`src/rtl/dmem_dump_arbiter_pkg.sv`:
```
// Shared constants and types for the data-memory dump arbiter.
// Word geometry, FSM encoding and starve-counter sizing.
package dmem_dump_arbiter_pkg;

    localparam int XLEN_32B   = 32;
    localparam int ADDR_W_DEF = 32;
    localparam int STARVE_DEF = 8;
    localparam int WORD_OFS_W = 2;

    typedef enum logic [1:0] {
        ST_IDLE = 2'd0,
        ST_SCAN = 2'd1,
        ST_DONE = 2'd2
    } dump_state_e;

    function automatic int starve_width(input int limit);
        return $clog2(limit + 1);
    endfunction

endpackage

```
`src/rtl/dmem_port_mux.sv`:
```
// Per-cycle grant select between pipeline and dump scanner.
// Pipeline wins unless the dump has been starved STARVE_LIMIT times.
module dmem_port_mux
    import dmem_dump_arbiter_pkg::*;
#(
    parameter int STARVE_LIMIT = STARVE_DEF
) (
    input  logic i_clk,
    input  logic i_rst,
    input  logic i_pl_req,
    input  logic i_dump_pend,
    output logic o_grant_pl,
    output logic o_grant_dump,
    output logic o_pl_stall
);

    localparam int SW = starve_width(STARVE_LIMIT);

    logic [SW-1:0] starve_q;
    logic [SW-1:0] starve_d;
    logic          force_dump;

    always_comb begin
        force_dump   = i_dump_pend && (starve_q == SW'(STARVE_LIMIT));
        o_grant_dump = i_dump_pend && (!i_pl_req || force_dump);
        o_grant_pl   = i_pl_req && !force_dump;
        o_pl_stall   = i_pl_req && force_dump;
        // Counter never passes the limit: at the limit the dump is forced.
        starve_d = '0;
        if (i_dump_pend && !o_grant_dump) begin
            starve_d = starve_q + 1'b1;
        end
    end

    always_ff @(posedge i_clk) begin
        if (i_rst) begin
            starve_q <= '0;
        end else begin
            starve_q <= starve_d;
        end
    end

endmodule

```
`src/rtl/dmem_dump_arbiter.sv`:
```
// Shares the data memory between the MEM stage and a debug dump scanner.
// Scanner streams words [lo,hi) to a valid/ready sink.
module dmem_dump_arbiter
    import dmem_dump_arbiter_pkg::*;
#(
    parameter int XLEN         = XLEN_32B,
    parameter int ADDR_W       = ADDR_W_DEF,
    parameter int STARVE_LIMIT = STARVE_DEF
) (
    input  logic              i_clk,
    input  logic              i_rst,
    input  logic              i_pl_req,
    input  logic              i_pl_we,
    input  logic [ADDR_W-1:0] i_pl_addr,
    input  logic [XLEN-1:0]   i_pl_wdata,
    input  logic [XLEN/8-1:0] i_pl_be,
    output logic              o_pl_stall,
    output logic [XLEN-1:0]   o_pl_rdata,
    output logic              o_pl_rvalid,
    input  logic              i_dump_start,
    input  logic [ADDR_W-1:0] i_dump_lo,
    input  logic [ADDR_W-1:0] i_dump_hi,
    output logic              o_dump_busy,
    output logic              o_dump_valid,
    input  logic              i_dump_ready,
    output logic [ADDR_W-1:0] o_dump_addr,
    output logic [XLEN-1:0]   o_dump_data,
    output logic              o_dump_done,
    output logic              o_mem_en,
    output logic              o_mem_we,
    output logic [ADDR_W-1:0] o_mem_addr,
    output logic [XLEN-1:0]   o_mem_wdata,
    output logic [XLEN/8-1:0] o_mem_be,
    input  logic [XLEN-1:0]   i_mem_rdata
);

    localparam logic [ADDR_W-1:0] ALIGN_MASK =
        {{(ADDR_W-WORD_OFS_W){1'b1}}, {WORD_OFS_W{1'b0}}};

    dump_state_e       state_q, state_d;
    logic [ADDR_W-1:0] ptr_q, ptr_d;
    logic [ADDR_W-1:0] end_q, end_d;
    logic [ADDR_W-1:0] addr_q, addr_d;
    logic [XLEN-1:0]   data_q, data_d;
    logic              inflight_q, inflight_d;
    logic              hold_valid_q, hold_valid_d;
    logic              done_q, done_d;
    logic              pl_rd_q, pl_rd_d;

    logic              dump_pend;
    logic              grant_pl;
    logic              grant_dump;
    logic [ADDR_W-1:0] lo_al;
    logic [ADDR_W-1:0] hi_al;

    assign dump_pend = (state_q == ST_SCAN) && !hold_valid_q && !inflight_q;
    assign lo_al     = i_dump_lo & ALIGN_MASK;
    assign hi_al     = i_dump_hi & ALIGN_MASK;

    dmem_port_mux #(
        .STARVE_LIMIT (STARVE_LIMIT)
    ) u_mux (
        .i_clk        (i_clk),
        .i_rst        (i_rst),
        .i_pl_req     (i_pl_req),
        .i_dump_pend  (dump_pend),
        .o_grant_pl   (grant_pl),
        .o_grant_dump (grant_dump),
        .o_pl_stall   (o_pl_stall)
    );

    always_comb begin
        state_d      = state_q;
        ptr_d        = ptr_q;
        end_d        = end_q;
        addr_d       = addr_q;
        data_d       = data_q;
        inflight_d   = inflight_q;
        hold_valid_d = hold_valid_q;
        done_d       = 1'b0;
        pl_rd_d      = grant_pl && !i_pl_we;
        unique case (state_q)
            ST_IDLE: begin
                if (i_dump_start) begin
                    ptr_d = lo_al;
                    end_d = hi_al;
                    if (lo_al >= hi_al) begin
                        state_d = ST_DONE;
                        done_d  = 1'b1;
                    end else begin
                        state_d = ST_SCAN;
                    end
                end
            end
            ST_SCAN: begin
                if (grant_dump) begin
                    inflight_d = 1'b1;
                end
                if (inflight_q) begin
                    inflight_d   = 1'b0;
                    hold_valid_d = 1'b1;
                    addr_d       = ptr_q;
                    data_d       = i_mem_rdata;
                    ptr_d        = ptr_q + ADDR_W'(4);
                end
                if (hold_valid_q && i_dump_ready) begin
                    hold_valid_d = 1'b0;
                    if (ptr_q == end_q) begin
                        state_d = ST_DONE;
                        done_d  = 1'b1;
                    end
                end
            end
            ST_DONE: begin
                state_d = ST_IDLE;
            end
            default: begin
                state_d = ST_IDLE;
            end
        endcase
    end

    always_ff @(posedge i_clk) begin
        if (i_rst) begin
            state_q      <= ST_IDLE;
            ptr_q        <= '0;
            end_q        <= '0;
            addr_q       <= '0;
            data_q       <= '0;
            inflight_q   <= 1'b0;
            hold_valid_q <= 1'b0;
            done_q       <= 1'b0;
            pl_rd_q      <= 1'b0;
        end else begin
            state_q      <= state_d;
            ptr_q        <= ptr_d;
            end_q        <= end_d;
            addr_q       <= addr_d;
            data_q       <= data_d;
            inflight_q   <= inflight_d;
            hold_valid_q <= hold_valid_d;
            done_q       <= done_d;
            pl_rd_q      <= pl_rd_d;
        end
    end

    always_comb begin
        o_mem_en    = grant_pl || grant_dump;
        o_mem_we    = grant_pl && i_pl_we;
        o_mem_addr  = '0;
        o_mem_wdata = '0;
        o_mem_be    = '0;
        if (grant_dump) begin
            o_mem_addr = ptr_q;
        end else if (grant_pl) begin
            o_mem_addr  = i_pl_addr;
            o_mem_wdata = i_pl_wdata;
            o_mem_be    = i_pl_be;
        end
    end

    assign o_pl_rvalid  = pl_rd_q;
    assign o_pl_rdata   = pl_rd_q ? i_mem_rdata : '0;
    assign o_dump_busy  = (state_q != ST_IDLE);
    assign o_dump_valid = hold_valid_q;
    assign o_dump_addr  = addr_q;
    assign o_dump_data  = data_q;
    assign o_dump_done  = done_q;

endmodule

```
`config.mk`:
```
export PLATFORM = sky130hd
export DESIGN_NAME = dmem_dump_arbiter
export DESIGN_NICKNAME = d
export VERILOG_FILES = /design/src/rtl/dmem_dump_arbiter_pkg.sv /design/src/rtl/dmem_port_mux.sv /design/src/rtl/dmem_dump_arbiter.sv
export SDC_FILE = /design/constraint.sdc
export NUM_CORES = 1
export LEC_CHECK = 0
export CAP_MARGIN = 20
export CORE_MARGIN = 5
export CORE_UTILIZATION = 40
export DETAILED_ROUTE_END_ITERATION = 10
export HOLD_SLACK_MARGIN = 0.02
export PLACE_DENSITY = 0.84
export SLEW_MARGIN = 20
export SYNTH_ARGS = -nofsm -noshare
export SYNTH_HDL_FRONTEND = slang
export SYNTH_SLANG_ARGS = --single-unit
export TNS_END_PERCENT = 50
```
`constraint.sdc`:
```
create_clock -name i_clk -period 3.9 [get_ports i_clk]
set_input_delay 0.39 -clock i_clk [delete_from_list [all_inputs] [get_ports i_clk]]
set_output_delay 0.39 -clock i_clk [all_outputs]
set_load 0.01 [all_outputs]
```
==> run metrics <==
DP Wirelength=21600 um; Post-Syn Area=7410 um2; Synth top cells by count=nand2_1 (291), a21oi_1 (137), dfxtp_1 (132); Logic pwr share=0.245; CP max FO=59; NetSw=1.25 mW; fraction of layout cells with a size suffix above 1=0.0395; GRT Util Overall=0.253; CP Launch Type=flip-flop; num ports=341; most common flop cell mapped by yosys=dfxtp_1; clock sink count=132; Post-synth ARST share=0; Post-Synthesis Cells=1048; first-pass GRT wire length=43500 um; # fillers=1618; Post-route DRC=0; Pwr Density=360 nW/um2; Port-buffer cells=334; Reg area=2640 um2; htree depth=4; crit path capture type=output port; Final Max Tran Viols=0; Initial Util=0.410; EDFF count, synth=0; Crit Path Class=reg -> out; Placed Area=10800 um2; area occupied by multi-input gates=4340 um2; drt wl/cell=18.0 um; slew at the pin with the worst max-slew slack=1.04 ns; Hold Slack=0.453 ns; # diodes=0; Synth area leader=dfxtp_1; VDD IR max=0.302 mV; # setup viols final=0; clk slew on worst S/H paths=0.06 ns; top-count cell post-synth=nand2_1; die area=21400 um2; max-cap violations=0; RSZ-0062 raised after global routing=no; register share of total power=0.389; syn avg cell area=7.08 um2; worst hold path type=reg -> reg; Die Wd=146 um; Max Clock Skew=0.0129 ns; fin cells=1572; CTS tree=yes; post-placement setup slack=1.05 ns; Hold Buf Count CTS=0; Seq/Total Area, Yosys=0.356; post-synth top area share=0.356; Internal=2.85 mW; drt pass-1 iters=6; Final Instance Area=11400 um2; Routed Antenna Nets=0; Tcrit/Tclk final=0.833; Core Area=18100 um2; Tmin final=3.25 ns; Longest Clk Path Bufs=2; Slew headroom=0.305; Routed WL=28300 um; Clock Tree Root=clkbuf_16; arrival time at the worst endpoint=2.86 ns; Synth Register Bits=132; number of global-route vias before repair=7794; vias per cell=5.29; GR Overflow Total=0; Yosys cell types=54; Layout area overhead=53.4%; # placed instances=1541; Net Sw Frac=0.305; Clk pwr share=0.366; Worst EP required=3.51 ns; post-CTS sizing=0; f_max=0.308 GHz; TritonCTS buffer count=17; Vias=8310; Chip Height=146 um; clock latency on the worst-skew pair=0.42 ns; fin nets=1534; status=finished clean; Detailed Route Iter0 Violations=849; postcts setup bufs=0; GP Congestion=0.874; YS warnings=0; largest net degree at the start of global routing=76; initial antenna violation count=0; Setup Total Neg Slack=0 ns; Fin. Hold Viols=0; ranking of synthesized cells by area=dfxtp_1 (36%), nand2_1 (15%), a21oi_1 (9.2%); Row Count=49; leakage=4.41 nW; PnR worst setup slack=0.653 ns
layer usage:
| metal | global-route usage | vias to the layer above | routed length (um) |
|---|---|---|---|
| met2 | 0.428 | 398 | 13500 |
| met5 | 0 | - | 0 |
| met1 | 0.311 | 3787 | 11400 |
| met3 | 0.0638 | 59 | 2390 |
| met4 | 0.0960 | 0 | 996 |
| li1 | - | 4066 | - |
per-stage QoR:
step	power [mW]	utilization
after floorplan	2.10	-
after global placement	2.59	0.599
after detailed placement	2.61	0.599
after CTS	4.11	0.629
after global routing	4.28	0.629
final	4.10	0.629
layout by cell type, fill, tap and decap left out, types with 2 or more instances in the layout:
cell type	netlist	final
and4_1	4	4
and3_1	7	7
a22oi_1	5	5
o31ai_1	5	5
nand2b_1	4	3
o22ai_1	5	5
a21o_1	7	7
nand3b_1	2	2
dfxtp_1	132	132
or2_2	2	2
buf_4	6	11
nor3_1	8	8
clkbuf_16	0	17
conb_1	1	2
nand2_1	291	290
nand3_1	20	20
ha_1	33	33
and2_1	74	74
clkdlybuf4s50_1	0	333
a21oi_1	137	137
clkbuf_8	0	2
clkinv_2	0	5
xor2_1	31	31
a211oi_1	8	8
a31oi_1	4	4
nor2_1	40	38
inv_1	35	35
o41ai_1	3	3
or3_1	2	2
a311oi_1	3	3
clkbuf_1	66	3
nor4_1	7	7
o21ai_0	60	60
nand4_1	11	11
o21a_1	2	2
sequential cells by signal, summed over array words and instances, names as in the netlist:
name	cells
o_dump_data	32
u_mux.starve_q	4
o_dump_done	1
o_pl_rvalid	1
end_q	30
state_q	2
inflight_q	1
o_dump_valid	1
ptr_q	30
o_dump_addr	30
power groups by stage:
stage | Combinational (mW) | Clock (mW) | Sequential, mW
after floorplan | 0.551 | 0 | 1.55
after global placement | 0.976 | 0 | 1.61
after detailed placement | 0.996 | 0 | 1.62
after CTS | 1.00 | 1.52 | 1.59
after global routing | 1.10 | 1.58 | 1.61
final | 1.00 | 1.50 | 1.59
cell families (layout without fill, tap and decap cells):
group           count (synthesis)  after routing  share of synthesized area
buf+inv                       117            411                     0.0634
mux                             1              1                    0.00135
compound gates                251            251                      0.190
flops                         132            132                      0.356
fa+ha+maj                      33             33                     0.0557
other cells                     1              2                   0.000506
simple gates                  481            481                      0.295
xor+xnor                       32             32                     0.0378
critical path: stages, from the launching register on:
cell and delay, ns:
dfxtp_1 0.44, nand2b_2 0.20, nor3_4 0.05, and4b_1 0.23
nor2b_4 0.24, buf_4 0.44, nand2_1 0.11, o21ai_0 0.11
clkdlybuf4s50_1 0.58
path summary, 6_finish.rpt:
path,start,end,slack (ns),cells past startpoint
worst max-delay path,state_q[1]$_SDFFE_PP0P_,o_mem_addr[10],0.65,8
worst min register to register,o_dump_addr[7]$_SDFFE_PP0P_,o_dump_addr[7]$_SDFFE_PP0P_,0.45,2
worst max register to register,ptr_q[3]$_SDFFE_PP0P_,ptr_q[26]$_SDFFE_PP0P_,1.36,7
worst min-delay path,o_dump_addr[7]$_SDFFE_PP0P_,o_dump_addr[7]$_SDFFE_PP0P_,0.45,2
final cells by class:
type,instances,area share
Sequential cell,132,0.232
Tap cell,229,0.0252
Clock buffer,22,0.0408
Timing Repair Buffer,345,0.302
Multi-Input combinational cell,800,0.381
Clock inverter,9,0.00704
Inverter,35,0.0115
Note: power is estimated with default switching activity, not from simulation.
